$ cat src/rtl/i2c_slave_cfg_ctrl.sv
`default_nettype none
// ============================================================================
// Module      : i2c_slave_cfg_ctrl
// Description : Configuration and recovery controller for the I2C-slave to
//               AXI-lite bridge. Applies software-requested enable/address
//               only while the I2C bus is idle, watches bridge busy for hung
//               transfers and forces the bridge back to idle by pulsing enable
//               low. Also counts addressed transfers and timeout events.
// Revision    : 1.0 - initial release
// ----------------------------------------------------------------------------
// Ports
//   clk                 in   system clock, rising edge
//   rst_n               in   asynchronous active-low reset
//   cfg_enable          in   requested bridge enable
//   cfg_device_address  in   requested 7-bit slave address
//   cfg_valid           in   config request valid
//   cfg_ready           out  config request accepted when valid & ready
//   timeout_limit       in   busy-cycle limit, 0 disables the timeout
//   busy                in   bridge busy
//   bus_addressed       in   bridge currently addressed
//   bus_active          in   bridge sees I2C bus activity
//   enable              out  bridge enable
//   device_address      out  bridge slave address
//   recovering          out  high while the bridge is being forced idle
//   xfer_count          out  rising edges of bus_addressed, wraps
//   timeout_count       out  timeouts taken, saturates at 255
// ============================================================================
module i2c_slave_cfg_ctrl #(
  parameter int TIMEOUT_WIDTH  = 24,
  parameter int RECOVER_CYCLES = 16,
  parameter int CNT_WIDTH      = 16
) (
  input  logic                     clk,
  input  logic                     rst_n,
  input  logic                     cfg_enable,
  input  logic [6:0]               cfg_device_address,
  input  logic                     cfg_valid,
  output logic                     cfg_ready,
  input  logic [TIMEOUT_WIDTH-1:0] timeout_limit,
  input  logic                     busy,
  input  logic                     bus_addressed,
  input  logic                     bus_active,
  output logic                     enable,
  output logic [6:0]               device_address,
  output logic                     recovering,
  output logic [CNT_WIDTH-1:0]     xfer_count,
  output logic [7:0]               timeout_count
);

  localparam int REC_W = (RECOVER_CYCLES > 1) ? $clog2(RECOVER_CYCLES) : 1;
  localparam logic [REC_W-1:0]         REC_LAST = REC_W'(RECOVER_CYCLES - 1);
  localparam logic [REC_W-1:0]         REC_ONE  = REC_W'(1);
  localparam logic [TIMEOUT_WIDTH-1:0] TO_ONE   = TIMEOUT_WIDTH'(1);
  localparam logic [CNT_WIDTH-1:0]     XF_ONE   = CNT_WIDTH'(1);

  typedef enum logic [1:0] {
    ST_RUN       = 2'd0,
    ST_WAIT_IDLE = 2'd1,
    ST_RECOVER   = 2'd2
  } state_t;

  state_t state, state_next;

  logic                     pend_enable;
  logic [6:0]               pend_address;
  logic [TIMEOUT_WIDTH-1:0] busy_cnt;
  logic [REC_W-1:0]         rec_cnt;
  logic                     addressed_d;

  logic idle;
  logic timeout_hit;
  logic rec_done;
  logic do_accept;
  logic do_apply;
  logic do_enter_rec;
  logic do_leave_rec;

  assign idle      = !busy && !bus_active;
  assign cfg_ready = (state == ST_RUN);
  assign rec_done  = (rec_cnt == REC_LAST);

  // busy_cnt holds the number of busy cycles already seen, so comparing it
  // against limit-1 while busy is still high fires on exactly the
  // timeout_limit-th consecutive busy cycle.
  assign timeout_hit = (timeout_limit != '0) && busy &&
                       (busy_cnt == (timeout_limit - TO_ONE));

  // --------------------------------------------------------------------------
  // State register
  // --------------------------------------------------------------------------
  always_ff @(posedge clk or negedge rst_n) begin
    if (!rst_n) begin
      state <= ST_RUN;
    end else begin
      state <= state_next;
    end
  end

  // --------------------------------------------------------------------------
  // Next-state and control decode
  // --------------------------------------------------------------------------
  always_comb begin
    state_next   = state;
    do_accept    = 1'b0;
    do_apply     = 1'b0;
    do_enter_rec = 1'b0;
    do_leave_rec = 1'b0;
    case (state)
      ST_RUN: begin
        // The handshake completes even when a timeout fires in the same
        // cycle; the timeout only takes priority for the state transition.
        do_accept = cfg_valid;
        if (timeout_hit) begin
          do_enter_rec = 1'b1;
          state_next   = ST_RECOVER;
        end else if (cfg_valid) begin
          state_next = ST_WAIT_IDLE;
        end
      end
      ST_WAIT_IDLE: begin
        // idle requires busy=0, so it can never coincide with a timeout.
        if (timeout_hit) begin
          do_enter_rec = 1'b1;
          state_next   = ST_RECOVER;
        end else if (idle) begin
          do_apply   = 1'b1;
          state_next = ST_RUN;
        end
      end
      ST_RECOVER: begin
        if (rec_done) begin
          do_leave_rec = 1'b1;
          state_next   = ST_RUN;
        end
      end
      default: begin
        state_next = ST_RUN;
      end
    endcase
  end

  // --------------------------------------------------------------------------
  // Pending configuration (last accepted request)
  // --------------------------------------------------------------------------
  always_ff @(posedge clk or negedge rst_n) begin
    if (!rst_n) begin
      pend_enable  <= 1'b0;
      pend_address <= 7'd0;
    end else if (do_accept) begin
      pend_enable  <= cfg_enable;
      pend_address <= cfg_device_address;
    end
  end

  // --------------------------------------------------------------------------
  // Bridge-facing outputs
  // --------------------------------------------------------------------------
  always_ff @(posedge clk or negedge rst_n) begin
    if (!rst_n) begin
      enable         <= 1'b0;
      device_address <= 7'd0;
      recovering     <= 1'b0;
    end else begin
      if (do_enter_rec) begin
        enable     <= 1'b0;
        recovering <= 1'b1;
      end else if (do_apply || do_leave_rec) begin
        enable         <= pend_enable;
        device_address <= pend_address;
        recovering     <= 1'b0;
      end
    end
  end

  // --------------------------------------------------------------------------
  // Recovery length counter: runs 0..RECOVER_CYCLES-1 while in RECOVER
  // --------------------------------------------------------------------------
  always_ff @(posedge clk or negedge rst_n) begin
    if (!rst_n) begin
      rec_cnt <= '0;
    end else if (do_enter_rec) begin
      rec_cnt <= '0;
    end else if ((state == ST_RECOVER) && !rec_done) begin
      rec_cnt <= rec_cnt + REC_ONE;
    end
  end

  // --------------------------------------------------------------------------
  // Busy watchdog counter: only counts while the bridge is enabled, held at
  // zero throughout recovery so the next run starts from a clean slate.
  // --------------------------------------------------------------------------
  always_ff @(posedge clk or negedge rst_n) begin
    if (!rst_n) begin
      busy_cnt <= '0;
    end else if (!busy || do_enter_rec || (state == ST_RECOVER)) begin
      busy_cnt <= '0;
    end else if (enable && (busy_cnt != '1)) begin
      busy_cnt <= busy_cnt + TO_ONE;
    end
  end

  // --------------------------------------------------------------------------
  // Statistics
  // --------------------------------------------------------------------------
  always_ff @(posedge clk or negedge rst_n) begin
    if (!rst_n) begin
      timeout_count <= 8'd0;
    end else if (do_enter_rec && (timeout_count != 8'hFF)) begin
      timeout_count <= timeout_count + 8'd1;
    end
  end

  always_ff @(posedge clk or negedge rst_n) begin
    if (!rst_n) begin
      addressed_d <= 1'b0;
      xfer_count  <= '0;
    end else begin
      addressed_d <= bus_addressed;
      if (bus_addressed && !addressed_d) begin
        xfer_count <= xfer_count + XF_ONE;
      end
    end
  end

endmodule
`default_nettype wire
$ cat config.mk
export PLATFORM = sky130hd
export DESIGN_NAME = i2c_slave_cfg_ctrl
export DESIGN_NICKNAME = d
export VERILOG_FILES = /design/src/rtl/i2c_slave_cfg_ctrl.sv
export SDC_FILE = /design/constraint.sdc
export NUM_CORES = 1
export LEC_CHECK = 0
export ABC_AREA = 1
export ABC_CLOCK_PERIOD_IN_PS = 2500
export BUFFER_PORTS_ARGS = -buffer_cell sky130_fd_sc_hd__buf_4
export CAP_MARGIN = 20
export CELL_PAD_IN_SITES_DETAIL_PLACEMENT = 1
export CELL_PAD_IN_SITES_GLOBAL_PLACEMENT = 1
export CORE_ASPECT_RATIO = 1.2
export CORE_MARGIN = 4
export CORE_UTILIZATION = 42
export DETAILED_ROUTE_END_ITERATION = 12
export PLACE_DENSITY_LB_ADDON = 0.1
export SLEW_MARGIN = 0
export SYNTH_ARGS = -nofsm -noshare
export SYNTH_HDL_FRONTEND = slang
export SYNTH_SLANG_ARGS = --single-unit
export TNS_END_PERCENT = 30
$ cat constraint.sdc
create_clock -name clk -period 2.5 [get_ports clk]
set_clock_uncertainty 0.05 [all_clocks]
set_input_delay 0.25 -clock clk [delete_from_list [all_inputs] [get_ports clk]]
set_output_delay 0.25 -clock clk [all_outputs]
set_load 0.005 [all_outputs]
* Word-level counts from Yosys, hierarchy flattened *
Cells that the tools add are included.

operators by class
  $add $sub $neg = 5
  $mul = 0
  divide/modulo/power cells = 0
  order comparisons = 0
  eq/ne operators = 9
  shift-type cells = 0
  multiplexer cells = 22
  bitwise operators = 1
  reduce and logical (&&, ||, !) cells = 22

operators by type and width
  kind                                                                     number
  24-bit two-way mux                                                       2
  24-bit by 1-bit adder with 24-bit output, second input constant          1
  24-bit == test                                                           1
  24-bit inequality test, second input constant                            1
  24-bit nonzero test                                                      1
  24-bit by 1-bit subtractor with 24-bit output, second input constant     1
  16-bit by 1-bit adder with 16-bit output, second input constant          1
  1-bit two-way mux                                                        12
  2-bit two-way mux                                                        5
  8-bit by 1-bit adder with 8-bit output, second input constant            1
  4-bit two-way mux                                                        2
  8-bit inequality test, second input constant                             1
  1-bit logical AND                                                        7
  2-bit case mux with 3 select lines                                       1
  2-bit nonzero test                                                       3
  4-bit by 1-bit adder with 4-bit output, second input constant            1
  4-bit == test, second input constant                                     1
  1-bit logical NOT                                                        4
  1-bit logical OR                                                         3
  3-bit by 2-bit inequality test with 1-bit output, second input constant  1
  3-bit inequality test, second input constant                             1
  3-bit AND reduction                                                      1
  2-bit by 1-bit == test with 1-bit output, second input constant          1
  2-bit == test, second input constant                                     1
  5 further kinds                                                          5

word-level totals
  flip-flop bits (word level) = 72
  bits in latches = 0
  bits in writable memories = 0
  ROM bits = 0
  bits of input ports = 38
  memories = 0

* Longest topological paths before layout *
Gate-level depths: netlist of the first run.

  word-level depth = 8
  gate-level depth with buffers = 19

* Least setup slack after synthesis of the first run *
Ideal clock, no wire load.

  kind = input -> register
  start point = input timeout_limit[0]
  end point = register busy_cnt[20]
  library setup time = 0.126 ns
  arrival time = 1.902 ns
  path slack = 0.421 ns
  stages on the path = 16
  path buffers = 1
  cell sequence = inv_1 -> ha_1 -> nand2_2 -> nor2_8 -> nand2_2 -> nand2_1 -> nand2_1 -> nor2_1 -> nand2_1 -> nor2_1 -> nand3_1 -> nor2_4 -> nand2_4 -> nand3_4 -> buf_12 -> nor3_2

on the way
  word-level cells in the longest chain between the ends = 8
  elaborated cells on any way between the ends = 11
  those cells by class = add/sub: 1; eq/ne: 1; mux: 3; reduce/logical: 6

ends and longest elaborated chain
  element                                                                                      line      RTL
  from (decl)                                                                                  39        input logic [TIMEOUT_WIDTH-1:0] timeout_limit,
  24-bit by 1-bit subtractor with 24-bit output / 24-bit nonzero test (equally long branches)  86, 85
  24-bit == test / 1-bit logical AND (equally long branches)                                   86, 85
  1-bit logical AND *                                                                          85        assign timeout_hit = (timeout_limit != '0) && busy &&
  1-bit two-way mux *                                                                          113, 122
  1-bit two-way mux *                                                                          --
  1-bit logical OR * (2 in series)                                                             195       end else if (!busy || do_enter_rec || (state == ST_RECOVER)) begin
  24-bit two-way mux / 2-bit nonzero test (equally long branches)                              --
  to (signal assigned)                                                                         198       busy_cnt <= busy_cnt + TO_ONE;
  to (decl)                                                                                    66        logic [TIMEOUT_WIDTH-1:0] busy_cnt;

Mark *: on every way between the ends. The rest lies on a longest branch, timed or not.
A chain may end at the register's enable or synchronous reset.

* Final worst setup path of the first run *
  start point = register busy_cnt[0]
  end point = register busy_cnt[2]

on the way
  word-level cells in the longest chain between the ends = 7
  elaborated cells on any way between the ends = 12
  those cells by class = add/sub: 1; eq/ne: 2; mux: 4; reduce/logical: 5

ends and longest elaborated chain
  element
  parallel branches: the longest is 7 deep, another holds 24-bit by 1-bit adder with 24-bit output

Several ways; the timed one is not identified. The select of a mux whose other input is x is not followed.

==> impl_metrics.toml, run 1 <==
[timing]
slew-limit-headroom_pct = 38.9
timing.final.crit_period_ns = 2.33
timing.final.max_slew_violations = 0
worstMarginPinSlew_ns = 0.916
layout_setup_ws_ns = 0.170
min_period_over_period_pct = 93.2
timing.final.hold_violations = 0
grt_setup_unrepaired = "no"
final-setup-viol-count = 0
maxClockFrequency_ghz = 0.429
totalNegativeSetupSlack_ns = 0

[pwr]
p_sw_mw = 1.18
share_comb_of_total_power_pct = 26.8
p_clk_share_pct = 33.5
p_int_mw = 2.74
peakVddDrop_mv = 0.653
pwr_density_cell_nw_per_um2 = 641
total_power_mw = 3.92
power.leakage_nw = 3.02
p_seq_share_pct = 39.7
switching_share_pct = 30.1

[floorplanning]
num_rows = 42
floorplan.die.height_um = 126
placeableCoreArea_um2 = 11200
width_of_the_die_um = 107
die-area_um2 = 13400
initial_cell_density_of_the_core_pct = 43.7
number_of_top_level_pins = 72

[synthesis]
syn_area_um2 = 4890
yosys_warnings = 0
netlist_instances = 671
yosysSeqAreaShare_pct = 36.8
netlist-cell-type-count = 31
netlist.area_leader.share_pct = 36.8
postSynthRegisterBits = 72
yosysTopAreaCell = "sky130_fd_sc_hd__dfrtp_1"
synthTopCellsByArea = "sky130_fd_sc_hd__dfrtp_1 (37%), sky130_fd_sc_hd__nand2_1 (14%), sky130_fd_sc_hd__nor2_1 (7.4%), sky130_fd_sc_hd__inv_1 (7.2%), sky130_fd_sc_hd__xor2_1 (6.8%)"
mean_area_per_synthesized_cell_um2 = 7.29
syn_nets = 715

[setup_path]
critPathMaxStageDelay_ns = 0.37
worst_ep_required_time_ns = 2.65
worst-path-buf-inv = 2
worstSetupEndpointType = "flip-flop"
critPathTopFamily = "simple AND/OR/NAND/NOR gates"
critical_path_class = "flip-flop to flip-flop"
timing.critical_path.cells = "buf_4 > nand2_1 > nand2_1 > nor2_1 > nand2_1 > nor2_1 > nand2_1 > nor2_1 > nand2_1 > nor2_1 > nand3_1 > nor2_4 > nand2_4 > nand3_4 > buf_12 > nor3_1"
worstSetupStartpointType = "flip-flop"
worst-path-max-fanout = 18
crit_slowest_cell = "sky130_fd_sc_hd__dfrtp_1"
timing.critical_path.arrival_ns = 2.48
path_common_cell = "sky130_fd_sc_hd__nand2_1"

[cts]
worst_setup_hold_path_clk_slew_ns = 0.05
cts_tree = "built"
clock-sinks = 72
worst_skew_pair.late_latency_ns = 0.33
cts_max_path_buffers = 2
ctsRootBufferMaster = "sky130_fd_sc_hd__clkbuf_16"
cts_buffers = 9
clock_tree.htree_level_count = 3

[final_layout]
multiInputGateArea_um2 = 2690
insertedDiodeCount = 0
area_growth_syn_to_layout_pct = 24.9
layout.cells.most_common = "sky130_fd_sc_hd__nand2_1"
area.sequential_um2 = 1800
final_layout_size_suffix_gt1_share_pct = 20.8
layout.nets = 819
final.fill_count = 1435
fin_area_um2 = 6110
most-common-layout-cells = "sky130_fd_sc_hd__nand2_1 (178), sky130_fd_sc_hd__nor2_1 (95), sky130_fd_sc_hd__buf_4 (95)"
instances_no_fill = 933

[routing]
detail-route-antenna-nets = 0
count_of_unresolved_drc_violations_after_routing = 0
first_pass_iters = 4
wl_cell_um = 16.9
routed-via-count = 4770
wirelength_um = 15800
vias_per_cell = 5.11
drt_first_iter_violations = 179

[placed_design]
place_hpwl_um = 12000
pre_cts_ws_ns = -0.129
numPortBuffers = 71
place.detailed.instances = 917
placed_cell_area_um2 = 5780
place.gp.congestion = 0.927

[global_routing]
grt_antenna_before_repair = 0
first_global_vias = 5395
tot_gr_track_use_pct = 24.8
grt_start_max_net_pins = 73
grt_total_ovfl = 0
grt_pass1_wl_um = 26600

[min_path]
hp-class = "primary input to async pin"

[status]
run_status = "complete, no violations"

[job]
maxCapViolations = 0
## power by group through the flow
stage / registers [mW] / clock network (mW) / logic, mW
2_1_floorplan: 1.53 / 0 / 0.490
4_1_cts: 1.55 / 1.33 / 1.06
6_report: 1.56 / 1.31 / 1.05
5_1_grt: 1.58 / 1.39 / 1.16
3_5_place_dp: 1.55 / 0 / 1.03
3_3_place_gp: 1.53 / 0 / 0.970
## synthesized netlist by cell type, drive strengths merged
cell type,instances
o31ai,1
inv,94
nand3,56
ha,6
nor4,3
nor2,117
nor3,16
nand3b,6
xor2,38
nand2,185
xnor2,16
mux2,15
dfrtp,72
o32ai,1
o21bai,2
nand4,23
buf,5
o21ai,10
a21oi,4
and2,1
## worst paths after layout
check	startpoint	endpoint	slack (ns)	cells past startpoint
setup reg to reg	busy_cnt[0]$_DFFE_PN0P_	busy_cnt[2]$_DFFE_PN0P_	0.17	16
hold reg to reg	xfer_count[15]$_DFFE_PN0P_	xfer_count[15]$_DFFE_PN0P_	0.45	1
min in group clk	cfg_device_address[5]	pend_address[5]$_DFFE_PN0P_	0.10	2
hold / removal	rst_n	xfer_count[8]$_DFFE_PN0P_	0.001	1
max in group asynchronous	rst_n	rec_cnt[0]$_DFFE_PN0P_	1.80	1
setup / recovery	busy_cnt[0]$_DFFE_PN0P_	busy_cnt[2]$_DFFE_PN0P_	0.17	16
## flip-flops by register name (all words and copies together), names as in the netlist
| signal | flops |
|---|---|
| enable | 1 |
| device_address | 7 |
| addressed_d | 1 |
| pend_enable | 1 |
| recovering | 1 |
| rec_cnt | 4 |
| pend_address | 7 |
| state | 2 |
| xfer_count | 16 |
| timeout_count | 8 |
| busy_cnt | 24 |
## kinds of logic (layout without fill, tap and decap cells)
family          Yosys count  in the layout  share of synthesized area, %
mux                      15             15                          3.45
xor+xnor                 54             54                          9.67
buf+inv                  99            207                          8.29
flops                    72             72                          36.8
compound gates           18             18                          2.30
fa+ha+maj                 6              6                          1.53
simple gates            407            407                          37.9
## layout make-up
class                      instances  share of cell area [%]
multi-input combinational        500                    44.1
sequential                        72                    29.5
timing repair buffer              98                    12.5
inverter                          94                    5.78
clock buffer                      12                    4.36
tap                              154                    3.15
clock inverter                     3                   0.655
## metrics by stage
stage,utilization [%],hold slack (ns)
floorplan,-,-0.0956
CTS,54.5,0.0364
detailed placement,51.7,0.331
global route,54.6,0.0619
global placement,51.7,0.327
finish,54.6,0.00131
## timing repair
action	in CTS	in global routing
endpoints found under the setup margin	0	1
endpoints found under the hold margin	1	0
buffers inserted	0	0
resized for setup	0	2
hold buffers	1	0
## per-layer routing
layer	GRT usage, %	up-vias	wire [um]	part of all wire [%]
met4	9.48	0	480	3.0
met2	46.5	106	8540	54
li1	-	2314	-	-
met3	4.61	34	663	4.2
met1	27.5	2316	6070	39
met5	0	-	0	0
Power figures use the tool's default switching activity.
==> run 2, diff against run 1 <==
--- a/config.mk
+++ b/config.mk
@@ -5,7 +5,6 @@
 export SDC_FILE = /design/constraint.sdc
 export NUM_CORES = 1
 export LEC_CHECK = 0
-export ABC_AREA = 1
 export ABC_CLOCK_PERIOD_IN_PS = 2500
 export BUFFER_PORTS_ARGS = -buffer_cell sky130_fd_sc_hd__buf_4
 export CAP_MARGIN = 20
@@ -13,7 +12,7 @@
 export CELL_PAD_IN_SITES_GLOBAL_PLACEMENT = 1
 export CORE_ASPECT_RATIO = 1.2
 export CORE_MARGIN = 4
-export CORE_UTILIZATION = 42
+export CORE_UTILIZATION = 44
 export DETAILED_ROUTE_END_ITERATION = 12
 export PLACE_DENSITY_LB_ADDON = 0.1
 export SLEW_MARGIN = 0
==> run 2 against run 1 <==
Effect of this change:
- the flow now finishes with violations (negative setup slack)
- register-to-register slack lost 0.21 ns
- largest power group unchanged
- worst hold slack gained 0.0062 ns
- critical endpoint is now timeout_count[1]$_DFFE_PN0P_
- final area rose by 0.47%
- sequential cell count is the same
- non-clock buffer count grew 55
- critical path depth down 9
- synthesized area down 11%
- sequential share of layout area decreased by 0.14 points
- die area fell by 14%
==> impl_metrics.toml, run 2 <==
[timing]
min_period_over_period_pct = 102
final-setup-viol-count = 2
timing.final.max_slew_violations = 0
grt_setup_unrepaired = "yes"
timing.final.hold_violations = 0
timing.final.crit_period_ns = 2.54
layout_setup_ws_ns = -0.0377
totalNegativeSetupSlack_ns = -0.0381
slew-limit-headroom_pct = 38.1
maxClockFrequency_ghz = 0.394
worstMarginPinSlew_ns = 0.929

[global_routing]
grt_pass1_wl_um = 23800
first_global_vias = 4600
grt_total_ovfl = 0
tot_gr_track_use_pct = 26.0
grt_start_max_net_pins = 73
grt_antenna_before_repair = 0

[synthesis]
syn_area_um2 = 4360
prevailing_post_synth_register_cell = "sky130_fd_sc_hd__dfrtp_1"
synth_mux_area_share_pct = 5.14
combinational_family_with_the_most_area_after_synthesis = "simple AND/OR/NAND/NOR gates"
ys_top_cells_by_count = "sky130_fd_sc_hd__dfrtp_1 (72), sky130_fd_sc_hd__nor2_1 (50), sky130_fd_sc_hd__xor2_1 (39)"
yosysMostFrequentCell = "sky130_fd_sc_hd__dfrtp_1"
netlist_instances = 441
netlist-cell-type-count = 66
yosysSeqAreaShare_pct = 41.3
synth-async-reset-ratio_pct = 100
synth_compound_gate_area_share_pct = 8.33
synthTopCellsByArea = "sky130_fd_sc_hd__dfrtp_1 (41%), sky130_fd_sc_hd__xor2_1 (7.8%), sky130_fd_sc_hd__xnor2_1 (6.8%), sky130_fd_sc_hd__mux2_2 (4.4%), sky130_fd_sc_hd__nor2_1 (4.3%)"
yosys_warnings = 0
netlist.area_leader.share_pct = 41.3
adder_cell_share_of_the_synthesized_area_pct = 1.72
area_share_of_and_or_nand_nor_cells_after_synthesis_pct = 26.3
synth_edf_count = 0
synth_xor_area_share_pct = 14.7
mean_area_per_synthesized_cell_um2 = 9.88
yosysTopAreaCell = "sky130_fd_sc_hd__dfrtp_1"
syn_nets = 485
postSynthRegisterBits = 72

[cts]
cts_max_path_buffers = 2
worst_setup_hold_path_clk_slew_ns = 0.05
cts_tree = "built"
ctsRootBufferMaster = "sky130_fd_sc_hd__clkbuf_16"
cts_buffers = 9
clock-sinks = 72
clock_tree.htree_level_count = 3
worst_skew_pair.late_latency_ns = 0.33

[min_path]
hp-class = "primary input to async pin"

[final_layout]
final.fill_count = 1074
layout.cells.most_common = "sky130_fd_sc_hd__buf_4"
largest_register_ffs = 24
biggestRegsByFlops = "busy_cnt (24), xfer_count (16), timeout_count (8)"
max_flop_register = "busy_cnt"
final_layout_size_suffix_gt1_share_pct = 39.2
area_growth_syn_to_layout_pct = 40.8
insertedDiodeCount = 0
layout.nets = 635
fin_area_um2 = 6140
multiInputGateArea_um2 = 2700
most-common-layout-cells = "sky130_fd_sc_hd__buf_4 (145), sky130_fd_sc_hd__dfrtp_1 (72), sky130_fd_sc_hd__nor2_1 (49)"
area.sequential_um2 = 1800

[placed_design]
place.gp.congestion = 0.864
placed_cell_area_um2 = 5570
numPortBuffers = 71
place_hpwl_um = 10300
pre_cts_ws_ns = -0.313

[routing]
detail-route-antenna-nets = 0
routed-via-count = 4148
drt_first_iter_violations = 215
wirelength_um = 15200
wl_cell_um = 21.3
count_of_unresolved_drc_violations_after_routing = 0
first_pass_iters = 4
vias_per_cell = 5.79

[floorplanning]
num_rows = 39
floorplan.die.height_um = 117
die-area_um2 = 11600
initial_cell_density_of_the_core_pct = 45.3
width_of_the_die_um = 98.9
number_of_top_level_pins = 72
placeableCoreArea_um2 = 9610

[pwr]
pwr_density_cell_nw_per_um2 = 556
power.leakage_nw = 2.70
peakVddDrop_mv = 0.601

[status]
violations = "negative setup slack"
run_status = "finished, violations left"

[setup_path]
worst-path-max-fanout = 4
timing.critical_path.arrival_ns = 2.69
worstSetupEndpointType = "flip-flop"
critical_path_class = "flip-flop to flip-flop"
worst_ep_required_time_ns = 2.66
worstSetupStartpointType = "flip-flop"

[job]
maxCapViolations = 0
run 2: logic make-up (layout without fill, tap and decap cells):
group	count (synthesis)	in the layout
AO/OA/AOI/OAI	46	46
XOR/XNOR	73	73
adder cells (fa/ha/maj)	6	6
buffers and inverters	21	174
flip-flops	72	72
multiplexers	20	20
AND/OR/NAND/NOR	203	203
run 2: where the power goes:
part / internal (mW) / total [mW] / leakage (nW) / switching (mW)
sequential: 1.32 / 1.46 / 0.933 / 0.141
combinational: 0.406 / 0.744 / 1.63 / 0.338
clock: 0.743 / 1.21 / 0.135 / 0.464
total: 2.47 / 3.41 / 2.70 / 0.943
run 2: per-stage QoR:
step	hold slack (ns)	power (mW)	utilization (%)	instances
3_3_place_gp	0.316	2.12	58.0	694
4_1_cts	0.0488	3.40	61.8	714
6_report	0.00755	3.41	63.8	717
3_5_place_dp	0.321	2.18	58.0	694
2_1_floorplan	-0.0956	1.75	-	441
5_1_grt	0.0839	3.56	63.8	717
run 2: path summary, 6_finish.rpt:
| kind | from | end | slack [ns] | depth (start not counted) |
|---|---|---|---|---|
| min | rst_n | recovering$_DFFE_PN0P_ | 0.008 | 1 |
| min in group clk | cfg_enable | pend_enable$_DFFE_PN0P_ | 0.10 | 2 |
| max | busy_cnt[10]$_DFFE_PN0P_ | timeout_count[1]$_DFFE_PN0P_ | -0.04 | 7 |
| max in group asynchronous | rst_n | xfer_count[13]$_DFFE_PN0P_ | 1.79 | 1 |
| min reg2reg | xfer_count[15]$_DFFE_PN0P_ | xfer_count[15]$_DFFE_PN0P_ | 0.43 | 1 |
| max reg2reg | busy_cnt[10]$_DFFE_PN0P_ | timeout_count[1]$_DFFE_PN0P_ | -0.04 | 7 |
run 2: layer usage:
metal,global-route usage (%),vias to the layer above,share of wire [%]
li1,-,1886,-
met1,28.3,2116,37
met2,50.2,112,56
met3,4.21,34,4.0
met4,10.4,0,3.0
met5,0,-,0
run 2: cell type report:
cell class | instances | area share (%)
flip-flops and latches | 72 | 29.4
inverters | 7 | 0.428
repair buffers | 153 | 19.3
clock buffers | 14 | 4.46
multi-input cells | 348 | 43.9
well taps | 123 | 2.51
run 2: worst max-delay path, stage by stage (launching register included):
cell,delay (ns)
sky130_fd_sc_hd__dfrtp_1,0.41
sky130_fd_sc_hd__or4b_2,0.64
sky130_fd_sc_hd__nor4_2,0.16
sky130_fd_sc_hd__a311oi_1,0.08
sky130_fd_sc_hd__nand2_1,0.17
sky130_fd_sc_hd__o2111ai_4,0.22
sky130_fd_sc_hd__nor3b_4,0.30
sky130_fd_sc_hd__mux2_1,0.37
run 2: timing repair:
| action | CTS | global route |
|---|---|---|
| endpoints found under the setup margin | 30 | 38 |
| gates cloned | 2 | 0 |
| buffers inserted | 3 | 3 |
| pin swaps | 6 | 15 |
| hold buffers | 1 | 0 |
| gates resized for setup | 11 | 32 |
| endpoints found under the hold margin | 1 | 0 |
==> run 3, diff against run 2 <==
--- a/config.mk
+++ b/config.mk
@@ -13,6 +13,7 @@
 export CORE_ASPECT_RATIO = 1.2
 export CORE_MARGIN = 4
 export CORE_UTILIZATION = 44
+export CTS_BUF_LIST = sky130_fd_sc_hd__clkbuf_16
 export DETAILED_ROUTE_END_ITERATION = 12
 export PLACE_DENSITY_LB_ADDON = 0.1
 export SLEW_MARGIN = 0
==> run 3 against run 2 <==
Effect of this change:
- the flow now finishes without violations
- critical endpoint is now busy_cnt[6]$_DFFE_PN0P_
- clock power down 9.9%
- final area decreased by 1.4%
- non-clock buffer count is 1 lower
- critical path depth up 2
- count of clock-buffer cells in the layout shrank 5
- die area stayed put
- worst hold slack lost 0.0020 ns
==> impl_metrics.toml, run 3 (synthesized netlist as in run 2, its figures left out) <==
[routing]
detail-route-antenna-nets = 0
first_pass_iters = 4
wl_cell_um = 20.6
routed-via-count = 4068
drt_first_iter_violations = 168
routed-wl-met3_um = 454
top_layer = "met4"
met2_wirelength_from_detailed_routing_um = 8250
count_of_unresolved_drc_violations_after_routing = 0
detail_route.wirelength.met1_um = 5730
wirelength_um = 14800
vias_per_cell = 5.68

[setup_path]
internal_reg_to_reg_setup_slack_ns = 0.03
ff2ff_path_depth = 9
worstSetupEndpointType = "flip-flop"
worst_ep_required_time_ns = 2.67
timing.critical_path.arrival_ns = 2.64
critical_path_class = "flip-flop to flip-flop"
crit-reg2reg-capture = "busy_cnt[6]$_DFFE_PN0P_"
worstSetupStartpointType = "flip-flop"
worst-path-max-fanout = 7
worst_r2r_startpoint = "busy_cnt[20]$_DFFE_PN0P_"
critical_path.startpoint = "busy_cnt[20]$_DFFE_PN0P_"

[floorplanning]
die-area_um2 = 11600
number_of_top_level_pins = 72
width_of_the_die_um = 98.9
initial_cell_density_of_the_core_pct = 45.3
placeableCoreArea_um2 = 9610
num_rows = 39
floorplan.die.height_um = 117

[placed_design]
place_hpwl_um = 10300
pre_cts_ws_ns = -0.313
place.gp.congestion = 0.864
numPortBuffers = 71

[status]
run_status = "complete, no violations"

[cts]
cts_max_path_buffers = 2
worst_skew_pair.late_latency_ns = 0.33
ctsRootBufferMaster = "sky130_fd_sc_hd__clkbuf_16"
clock-sinks = 72
clock_tree.htree_level_count = 3
cts_buffers = 9
worst_setup_hold_path_clk_slew_ns = 0.05
cts_tree = "built"

[timing]
timing.final.crit_period_ns = 2.47
timing.final.max_slew_violations = 0
timing.final.hold_violations = 0
final-setup-viol-count = 0
holdWs_ns = 0.00558
worstMarginPinSlew_ns = 0.929
grt_setup_unrepaired = "yes"
maxClockFrequency_ghz = 0.405
min_period_over_period_pct = 98.8
slew-limit-headroom_pct = 38.1
layout_setup_ws_ns = 0.0297

[final_layout]
insertedDiodeCount = 0
most-common-layout-cells = "sky130_fd_sc_hd__buf_4 (145), sky130_fd_sc_hd__dfrtp_1 (72), sky130_fd_sc_hd__nor2_1 (48)"
max_flop_register = "busy_cnt"
final_layout_size_suffix_gt1_share_pct = 38.1
layout.cells.most_common = "sky130_fd_sc_hd__buf_4"
final.fill_count = 1069
biggestRegsByFlops = "busy_cnt (24), xfer_count (16), timeout_count (8)"
area_growth_syn_to_layout_pct = 38.8
largest_register_ffs = 24
layout.nets = 634

[global_routing]
first_global_vias = 4544
grt_antenna_before_repair = 0
grt_total_ovfl = 0
grt_pass1_wl_um = 23400
grt_start_max_net_pins = 73
tot_gr_track_use_pct = 25.7

[pwr]
power.leakage_nw = 2.66
pwr_density_cell_nw_per_um2 = 542
peakVddDrop_mv = 0.597

[min_path]
hp-class = "primary input to async pin"

[job]
maxCapViolations = 0
-- run 3: area by class of cell --
class / count / area (um^2) / area share (%)
Multi-Input combinational cell: 348 / 2650 / 43.8
Sequential cell: 72 / 1800 / 29.8
Timing Repair Buffer: 152 / 1170 / 19.4
Clock buffer: 9 / 225 / 3.72
Tap cell: 123 / 154 / 2.54
Inverter: 7 / 26.3 / 0.434
Clock inverter: 5 / 18.8 / 0.310
-- run 3: worst max-delay path, stage by stage, from the launching register on --
cell and delay, ns:
sky130_fd_sc_hd__dfrtp_1 0.39, sky130_fd_sc_hd__xor2_1 0.16, sky130_fd_sc_hd__or3_1 0.36, sky130_fd_sc_hd__a311o_1 0.37, sky130_fd_sc_hd__a21oi_2 0.19, sky130_fd_sc_hd__nand4_2 0.17
sky130_fd_sc_hd__o311ai_4 0.33, sky130_fd_sc_hd__buf_6 0.16, sky130_fd_sc_hd__buf_6 0.13, sky130_fd_sc_hd__nor2_1 0.05
-- run 3: metrics by stage --
| step | TNS (ns) | utilization [%] | total power, mW | std cells | instance area (um^2) |
|---|---|---|---|---|---|
| 3_5_place_dp | -9.53 | 58.0 | 2.18 | 694 | 5570 |
| 3_3_place_gp | -7.39 | 58.0 | 2.12 | 694 | 5570 |
| 6_report | 0 | 62.9 | 3.28 | 716 | 6050 |
| 4_1_cts | -0.0544 | 61.5 | 3.30 | 713 | 5910 |
| 5_1_grt | -1.50 | 62.9 | 3.44 | 716 | 6050 |
| 2_1_floorplan | -0.00815 | - | 1.75 | 441 | 4420 |
-- run 3: worst max-delay path by stage --
stage / cells after the start / end / slack, ns
floorplan: 9 / timeout_count[6]$_DFFE_PN0P_ / -0.008
global placement: 9 / timeout_count[1]$_DFFE_PN0P_ / -0.24
detailed placement: 9 / timeout_count[1]$_DFFE_PN0P_ / -0.31
CTS: 8 / timeout_count[1]$_DFFE_PN0P_ / -0.05
global route: 8 / timeout_count[6]$_DFFE_PN0P_ / -0.11
finish: 9 / busy_cnt[6]$_DFFE_PN0P_ / 0.03
-- run 3: repair_timing --
item,CTS,global route
pin swaps,5,17
endpoints found under the setup margin,31,37
buffers inserted,2,4
gates resized for setup,12,25
gates cloned,2,0
hold buffers,1,0
hold endpoints to repair,1,0
-- run 3: routing by layer --
layer | GRT usage [%] | vias to the layer above
met3 | 4.51 | 26
li1 | - | 1885
met2 | 50.1 | 85
met4 | 7.92 | 0
met1 | 28.2 | 2072
met5 | 0 | -
-- run 3: report_power, final --
part	internal, mW	switching, mW	leakage [nW]
combinational	0.402	0.328	1.60
sequential	1.32	0.139	0.933
clock	0.642	0.445	0.126
